[src/rtl/axi_burst_pkg.sv]
// axi_burst_pkg: shared AXI burst encodings and burst-master FSM states.
//   BURST_INCR - AxBURST value for incrementing bursts
//   RESP_OKAY  - xRESP value for a clean response
//   state_t    - axi_burst_master FSM encodings
package axi_burst_pkg;
    localparam logic [1:0] BURST_INCR = 2'b01;
    localparam logic [1:0] RESP_OKAY  = 2'b00;
    typedef enum logic [2:0] {
        IDLE    = 3'd0,
        WR_ADDR = 3'd1,
        WR_DATA = 3'd2,
        WR_RESP = 3'd3,
        RD_ADDR = 3'd4,
        RD_DATA = 3'd5,
        DONE    = 3'd6
    } state_t;
endpackage

[src/rtl/axi_burst_master.sv]
// axi_burst_master: single-outstanding AXI4 INCR burst master.
//   clk_i, rst_n_i                        clock, async active-low reset
//   cmd_*                                 burst command (write flag, byte address, AXI LEN)
//   wr_data_i/wr_valid_i/wr_ready_o       write-data stream, passed straight to W
//   rd_data_o/rd_valid_o/rd_last_o/rd_ready_i  read-data stream, passed straight from R
//   done_o/done_err_o                     one-cycle completion pulse and error flag
//   AXI_AW*/AXI_W*/AXI_B*/AXI_AR*/AXI_R*  AXI4 master channels
module axi_burst_master
    import axi_burst_pkg::*;
#(
    parameter int ADDR_WIDTH     = 32,
    parameter int AXI_ID_WIDTH   = 4,
    parameter int AXI_DATA_WIDTH = 32,
    parameter int AXI_ID_P       = 0
) (
    input  logic                          clk_i,
    input  logic                          rst_n_i,
    input  logic                          cmd_valid_i,
    output logic                          cmd_ready_o,
    input  logic                          cmd_write_i,
    input  logic [ADDR_WIDTH-1:0]         cmd_addr_i,
    input  logic [7:0]                    cmd_len_i,
    input  logic [AXI_DATA_WIDTH-1:0]     wr_data_i,
    input  logic                          wr_valid_i,
    output logic                          wr_ready_o,
    output logic [AXI_DATA_WIDTH-1:0]     rd_data_o,
    output logic                          rd_valid_o,
    output logic                          rd_last_o,
    input  logic                          rd_ready_i,
    output logic                          done_o,
    output logic                          done_err_o,
    output logic [AXI_ID_WIDTH-1:0]       AXI_AWID,
    output logic [ADDR_WIDTH-1:0]         AXI_AWADDR,
    output logic [7:0]                    AXI_AWLEN,
    output logic [2:0]                    AXI_AWSIZE,
    output logic [1:0]                    AXI_AWBURST,
    output logic                          AXI_AWLOCK,
    output logic [3:0]                    AXI_AWCACHE,
    output logic [2:0]                    AXI_AWPROT,
    output logic [3:0]                    AXI_AWQOS,
    output logic                          AXI_AWVALID,
    input  logic                          AXI_AWREADY,
    output logic [AXI_DATA_WIDTH-1:0]     AXI_WDATA,
    output logic [AXI_DATA_WIDTH/8-1:0]   AXI_WSTRB,
    output logic                          AXI_WLAST,
    output logic                          AXI_WVALID,
    input  logic                          AXI_WREADY,
    input  logic [AXI_ID_WIDTH-1:0]       AXI_BID,
    input  logic [1:0]                    AXI_BRESP,
    input  logic                          AXI_BVALID,
    output logic                          AXI_BREADY,
    output logic [AXI_ID_WIDTH-1:0]       AXI_ARID,
    output logic [ADDR_WIDTH-1:0]         AXI_ARADDR,
    output logic [7:0]                    AXI_ARLEN,
    output logic [2:0]                    AXI_ARSIZE,
    output logic [1:0]                    AXI_ARBURST,
    output logic                          AXI_ARLOCK,
    output logic [3:0]                    AXI_ARCACHE,
    output logic [2:0]                    AXI_ARPROT,
    output logic [3:0]                    AXI_ARQOS,
    output logic                          AXI_ARVALID,
    input  logic                          AXI_ARREADY,
    input  logic [AXI_ID_WIDTH-1:0]       AXI_RID,
    input  logic [AXI_DATA_WIDTH-1:0]     AXI_RDATA,
    input  logic [1:0]                    AXI_RRESP,
    input  logic                          AXI_RLAST,
    input  logic                          AXI_RVALID,
    output logic                          AXI_RREADY
);
    localparam logic [2:0]              SIZE = 3'($clog2(AXI_DATA_WIDTH / 8));
    localparam logic [AXI_ID_WIDTH-1:0] ID   = AXI_ID_WIDTH'(AXI_ID_P);

    state_t                state, nxt;
    logic [ADDR_WIDTH-1:0] addr_q;
    logic [7:0]            len_q, cnt;
    logic                  err, last, w_hs, r_hs;
    logic                  unused_rid;

    // RID is not checked: only one read is ever outstanding.
    assign unused_rid = ^AXI_RID;

    assign last = cnt == len_q;
    assign w_hs = AXI_WVALID && AXI_WREADY;
    assign r_hs = AXI_RVALID && AXI_RREADY;

    always_comb begin
        nxt = state;
        case (state)
            IDLE:    if (cmd_valid_i) nxt = cmd_write_i ? WR_ADDR : RD_ADDR;
            WR_ADDR: if (AXI_AWREADY) nxt = WR_DATA;
            WR_DATA: if (w_hs && last) nxt = WR_RESP;
            WR_RESP: if (AXI_BVALID) nxt = DONE;
            RD_ADDR: if (AXI_ARREADY) nxt = RD_DATA;
            RD_DATA: if (r_hs && last) nxt = DONE;
            default: nxt = IDLE;
        endcase
    end

    always_ff @(posedge clk_i or negedge rst_n_i) begin
        if (!rst_n_i) begin
            state  <= IDLE;
            addr_q <= '0;
            len_q  <= '0;
            cnt    <= '0;
            err    <= 1'b0;
        end else begin
            state <= nxt;
            if (state == IDLE && cmd_valid_i) begin
                addr_q <= cmd_addr_i;
                len_q  <= cmd_len_i;
                err    <= 1'b0;
            end
            // Holding the counter clear through the address phase gives a zero count on data-state entry.
            if (state == WR_ADDR || state == RD_ADDR) cnt <= '0;
            else if (w_hs || r_hs) cnt <= cnt + 8'd1;
            if (state == WR_RESP && AXI_BVALID) err <= (AXI_BRESP != RESP_OKAY) || (AXI_BID != ID);
            if (r_hs) err <= err || (AXI_RRESP != RESP_OKAY) || (AXI_RLAST != last);
        end
    end

    assign cmd_ready_o = state == IDLE;
    assign done_o      = state == DONE;
    assign done_err_o  = state == DONE && err;

    assign AXI_AWID    = ID;
    assign AXI_AWADDR  = addr_q;
    assign AXI_AWLEN   = len_q;
    assign AXI_AWSIZE  = SIZE;
    assign AXI_AWBURST = BURST_INCR;
    assign AXI_AWLOCK  = 1'b0;
    assign AXI_AWCACHE = '0;
    assign AXI_AWPROT  = '0;
    assign AXI_AWQOS   = '0;
    assign AXI_AWVALID = state == WR_ADDR;

    assign AXI_WDATA   = wr_data_i;
    assign AXI_WSTRB   = '1;
    assign AXI_WVALID  = state == WR_DATA && wr_valid_i;
    assign AXI_WLAST   = state == WR_DATA && last;
    assign wr_ready_o  = state == WR_DATA && AXI_WREADY;
    assign AXI_BREADY  = state == WR_RESP;

    assign AXI_ARID    = ID;
    assign AXI_ARADDR  = addr_q;
    assign AXI_ARLEN   = len_q;
    assign AXI_ARSIZE  = SIZE;
    assign AXI_ARBURST = BURST_INCR;
    assign AXI_ARLOCK  = 1'b0;
    assign AXI_ARCACHE = '0;
    assign AXI_ARPROT  = '0;
    assign AXI_ARQOS   = '0;
    assign AXI_ARVALID = state == RD_ADDR;

    assign rd_data_o   = AXI_RDATA;
    assign rd_valid_o  = state == RD_DATA && AXI_RVALID;
    assign rd_last_o   = state == RD_DATA && last;
    assign AXI_RREADY  = state == RD_DATA && rd_ready_i;
endmodule

[config.mk]
export PLATFORM = sky130hd
export DESIGN_NAME = axi_burst_master
export DESIGN_NICKNAME = d
export VERILOG_FILES = /design/src/rtl/axi_burst_pkg.sv /design/src/rtl/axi_burst_master.sv
export SDC_FILE = /design/constraint.sdc
export NUM_CORES = 1
export LEC_CHECK = 0
export CAP_MARGIN = 0
export CORE_AREA = 4 4 124 126
export DETAILED_ROUTE_END_ITERATION = 6
export DIE_AREA = 0 0 128 130
export GPL_ROUTABILITY_DRIVEN = 0
export GPL_TIMING_DRIVEN = 0
export HOLD_SLACK_MARGIN = 0.08
export PLACE_DENSITY = 0.64
export SYNTH_ARGS = -nofsm -noshare
export SYNTH_HDL_FRONTEND = slang
export SYNTH_SLANG_ARGS = --single-unit
[constraint.sdc]
create_clock -name clk_i -period 3.5 [get_ports clk_i]
set_input_delay 0.35 -clock clk_i [delete_from_list [all_inputs] [get_ports clk_i]]
set_output_delay 0.35 -clock clk_i [all_outputs]
set_load 0.05 [all_outputs]
### Word level (Yosys, flattened, before mapping)

Cells that the tools add are included.

* add/subtract/negate cells: 1
* equal/unequal tests: 14
* muxes and demuxes: 13
* reduce and logical (&&, ||, !) cells: 25

Operators with widths (count)
* 3-bit 2-to-1 mux: 7
* 3-bit one-hot mux with 6 select lines: 1
* 8-bit 2-to-1 mux: 2
* 1-bit logical AND: 13
* 3-bit == test, second input constant: 3
* 8-bit by 1-bit adder with 8-bit output, second input constant: 1
* 8-bit == test: 1
* 2-bit != test, second input constant: 4
* 3-bit by 2-bit == test with 1-bit output, second input constant: 2
* 6-bit AND reduction: 1
* 2-bit nonzero test: 3
* 1-bit logical OR: 5
* 2-bit by 1-bit != test with 1-bit output, second input constant: 2
* 4-bit nonzero test: 1
* 3-bit by 1-bit == test with 1-bit output, second input constant: 1
* 3-bit logical NOT: 1
* 1-bit 2-to-1 mux: 3
* 3-bit nonzero test: 1
* 1-bit != test: 1

* register bits after elaboration: 52
* input bits: 128
* output and inout bits: 202
* logic and storage cells: 58

### Depth between registers and ports, before layout

* word-level depth: 6
* depth in mapped cells: 6

### Worst setup path before layout

OpenSTA, ideal clock, no wires.

* path type: flip-flop to output port
* start: register len_q[7] (netlist: AXI_ARLEN[7])
* end: output port AXI_WLAST
* data arrival time: 2.434 ns
* slack: 0.716 ns
* stages on the path, launching flop included: 5
* buffers on the path: 0
* path through: dfrtp_1 > xor2_1 > nor4_2 > nand2_1 > nor3_1

* cells in the longest elaborated chain, start to end: 2

Ends and longest elaborated chain
* from (decl): line axi_burst_master.sv:75 `logic [7:0] len_q, cnt;`
* from (signal assigned): line axi_burst_master.sv:110 `len_q <= cmd_len_i;`
* 8-bit == test: line axi_burst_master.sv:82 `assign last = cnt == len_q;`
* 1-bit logical AND: line axi_burst_master.sv:139 `assign AXI_WLAST = state == WR_DATA && last;`
* to (decl): line axi_burst_master.sv:45 `output logic AXI_WLAST,`

No other way between the ends.

### Worst setup path in the final report

* start: register cnt[3]
* end: output port AXI_WLAST

* cells in the longest elaborated chain, start to end: 2

Ends and longest elaborated chain
* from (decl): line axi_burst_master.sv:75
* from (signal assigned): line axi_burst_master.sv:115 `else if (w_hs || r_hs) cnt <= cnt + 8'd1;`
* 8-bit == test: line axi_burst_master.sv:82
* 1-bit logical AND: line axi_burst_master.sv:139

No other way between the ends.

==> results.md <==
| Step | Item | Reported |
| --- | --- | --- |
| setup path | Reg-to-reg setup timing slack | 1.48 ns |
| synth | Unique cell type count in the Yosys netlist | 43 |
| layout | Share of layout cells above drive strength 1 | 33.55% |
| synth | Largest cells by area after synthesis | sky130_fd_sc_hd__dfrtp_1, sky130_fd_sc_hd__buf_4, sky130_fd_sc_hd__mux2_2, sky130_fd_sc_hd__xor2_1, sky130_fd_sc_hd__and2_1 |
| clock network | CTS tree | yes |
| setup path | Type of element capturing the critical path | output pin |
| detailed routing | Residual DRC | 0 |
| synth | Adder and majority gate portion of the synthesized area | 0.3503% |
| synth | Multiplexer area fraction after synthesis | 13.24% |
| sta | Total count of hold-check failures in the final report | 0 |
| global route | Number of global-route vias before repair | 3141 |
| pwr | IR drop worst, VDD | 0.0006061 V |
| detailed routing | Pre-antenna DRT Iters | 4 |
| sta | Count of final max-slew check failures | 0 |
| synth | Post-synthesis share of cell area spent on xor and xnor gates | 2.207% |
| detailed routing | Final routed wirelength across all metal layers | 11110 um |
| sta | Final clock period utilization by the worst path | 88.65% |
| detailed routing | Post-DRT Antenna Nets | 0 |
| synth | Primary flip-flop cell chosen by synthesis mapping | sky130_fd_sc_hd__dfrtp_1 |
| synth | Commonest cells in the netlist | sky130_fd_sc_hd__buf_4, sky130_fd_sc_hd__dfrtp_1, sky130_fd_sc_hd__mux2_2, sky130_fd_sc_hd__xor2_1 |
| global route | Maximum number of pins on one net before global-route repair | 30 |
| pwr | Total power draw | 6068 uW |
| sta | Slew at the pin closest to its max-slew limit | 0.6458 ns |
| job | # Max-Cap Violations | 0 |
| setup path | Startpoint Class | flop |
| die | I/O pin cnt | 330 |
| sta | Number of failing setup endpoints in the final timing report | 0 |
| setup path | RR Startpoint | state[2] |
| detailed routing | Average wire length per cell after detail routing | 13.87 um |
| clock network | Number of buffers inserted to repair setup after CTS | 0 |
| clock network | Clk pin slew, worst setup/hold paths | 0.07 ns |
| synth | Count of flip-flops with a built-in enable after synthesis | 0 |
| setup path | Destination of the worst register-to-register timing path | AXI_ARADDR[4] |
| setup path | WS Path Type | reg2out |
| global route | Leftover overflow at the end of global routing | 0 |
| clock network | Post-cts resize count | 0 |
| synth | Most frequent cell after synthesis | sky130_fd_sc_hd__buf_4 |
| sta | Post-Route Skew | 0.004552 ns |
| clock network | Buffer cell driving the clock tree root | sky130_fd_sc_hd__clkbuf_16 |
| layout | Count of inserted antenna diode cells | 0 |
| sta | RSZ-0062 raised after global routing | false |
| setup path | Highest fanout seen on the critical path | 6 |
| clock network | Clk Latency, worst-skew pair | 0.28 ns |
| synth | Syn_area_per_cell | 10.24 um^2 |
| die | Chip Width | 128 um |
| sta | Final critical-path setup slack | 0.3972 ns |
| synth | Area leader, netlist | sky130_fd_sc_hd__dfrtp_1 |
| synth | Main combinational cell family by area after synthesis | buffers and inverters |
| detailed routing | Count of routing violations after the opening detailed-route iteration | 58 |
| synth | Fraction of registers with async set/reset | 100.0% |
| detailed routing | Count of vias placed by the detailed router | 3131 |
| synth | Number of instances in the synthesized netlist | 349 |
| global route | Initial antenna violation count | 0 |
| status | Status | finished, final reports clean |
| global route | Wire length of the first global-routing pass | 15850 um |
| die | Placement row count | 44 |
| pwr | Power per Cell Area | 966.1 nW/um^2 |
| die | Die span in y | 130 um |
| clock network | Hold buffer count at CTS | 0 |
| placement | HPWL reported at the end of detailed placement | 9513 um |
| clock network | TritonCTS buffer count | 5 |
| setup path | Timing endpoint of the critical path | AXI_WLAST |
| clock network | Htree depth | 2 |
| synth | Post-synthesis share of cell area spent on and, or, nand and nor gates | 9.387% |
| sta | Worst-case headroom to the max-slew limit | 56.59% |
| die | Core area | 14310 um^2 |
| synth | Area share of the largest cell type after synthesis | 36.43% |
| synth | Flops & latches, synth | 52 |
| setup path | Launching instance or port of the critical path | cnt[3] |
| layout | # nets final | 745 |
| placement | I/O Buffers | 215 |
| layout | Area overhead of the layout relative to synthesis | 75.83% |
| layout | Storage cell area | 1301 um^2 |
| layout | Post-route core utilization | 43.88% |
| clock network | CTS sink cnt | 52 |
| synth | Number of warnings reported in the yosys synthesis log | 0 |
| pwr | Static leakage | 0.002844 uW |
| worst hold path | Class of the most critical hold timing path | in2async |
| synth | Share of the synthesized area in compound gates (AO/OA/AOI/OAI) | 4.974% |
| sta | Setup TNS | 0 ns |
| placement | Post-placement worst setup slack | 0.7239 ns |
| layout | Area taken by multi-input logic gates | 1250 um^2 |
| setup path | Data arrival time of the critical path | 2.75 ns |
| clock network | Number of buffers on the longest clock path | 2 |
| global route | Tot GR Track Use | 11.65% |
| sta | Max Clock Freq | 0.3223 GHz |
| layout | Filler instances | 1367 |
| die | Initial Util | 24.96% |
| detailed routing | Vias per Instance | 3.909 |
| setup path | Required time at the endpoint of the critical path | 3.15 ns |
| setup path | Reg2Reg Depth | 5 |
| sta | Tmin final | 3.103 ns |
| synth | Sequential area share after synthesis | 36.43% |
| die | Floorplan die area | 16640 um^2 |
| synth | Post-synthesis instance area | 3572 um^2 |
-- logic make-up after synthesis --
family,after synthesis
AND/OR/NAND/NOR,55
multiplexers,41
adder cells (fa/ha/maj),1
flip-flops,52
other,2
buffers and inverters,163
XOR/XNOR,9
AO/OA/AOI/OAI,26
-- worst min-delay path by stage --
stage	slack (ns)	startpoint	cells after the start	end
4_1_cts	0.08	rst_n_i	1	AXI_ARLEN[1]
3_3_place_gp	0.52	AXI_ARADDR[10]	1	AXI_ARADDR[10]
6_report	0.06	rst_n_i	1	AXI_ARLEN[1]
2_1_floorplan	0.05	rst_n_i	0	AXI_ARADDR[0]
3_5_place_dp	0.40	rst_n_i	1	AXI_ARLEN[1]
5_1_grt	0.12	rst_n_i	1	AXI_ARLEN[1]
-- cell usage in the layout (no fill, tap or decap), types with 7 or more instances in the layout --
cell and n:
sky130_fd_sc_hd__a21oi_1 7, sky130_fd_sc_hd__and2_1 8, sky130_fd_sc_hd__buf_2 7, sky130_fd_sc_hd__buf_4 151, sky130_fd_sc_hd__clkdlybuf4s50_1 214, sky130_fd_sc_hd__conb_1 46
sky130_fd_sc_hd__dfrtp_1 52, sky130_fd_sc_hd__mux2_2 37, sky130_fd_sc_hd__nand2_1 8, sky130_fd_sc_hd__nand3_1 8, sky130_fd_sc_hd__xor2_1 9
-- layer usage --
metal  vias to the layer above  global-route usage, %  routed length, um
met5                         -                      0                  0
met1                      1443                  12.91               3926
met3                         7                  3.357                984
met2                       168                  22.55               6122
met4                         0                  1.561                 75
li1                       1513                      -                  -
-- per-stage QoR --
step / area (um^2) / std cells / hold slack, ns
after floorplan: 3737 / 393 / 0.05441
after global placement: 6120 / 792 / 0.5229
after detailed placement: 6135 / 793 / 0.3956
after CTS: 6281 / 801 / 0.08478
after global routing: 6281 / 801 / 0.1190
final: 6281 / 801 / 0.06416
-- area by class of cell --
class / instances / share of cell area, %
clock buffers: 8 / 2.331
multi-input cells: 178 / 19.90
well taps: 184 / 3.665
flip-flops and latches: 52 / 20.72
repair buffers: 216 / 34.50
inverters: 3 / 0.1793
plain buffers: 160 / 18.71
-- where the power goes --
part / internal (uW) / switching [uW] / leakage, uW / total, uW
Combinational: 1700 / 2760 / 0.00214 / 4460
Clock: 286 / 206 / 0.0000712 / 492
Sequential: 872 / 245 / 0.000633 / 1120
-- state kept, by name, indices dropped and copies added (netlist names) --
name        cells
err             1
AXI_ARADDR     32
cnt             8
AXI_ARLEN       8
state           3
-- worst max-delay path: stages (launching register included) --
cell	delay (ns)
sky130_fd_sc_hd__dfrtp_1	0.44
sky130_fd_sc_hd__xor2_1	0.19
sky130_fd_sc_hd__nor4_2	0.62
sky130_fd_sc_hd__nand2_1	0.18
sky130_fd_sc_hd__nor3_1	0.18
sky130_fd_sc_hd__clkdlybuf4s50_1	0.85
Power figures use the tool's default switching activity.
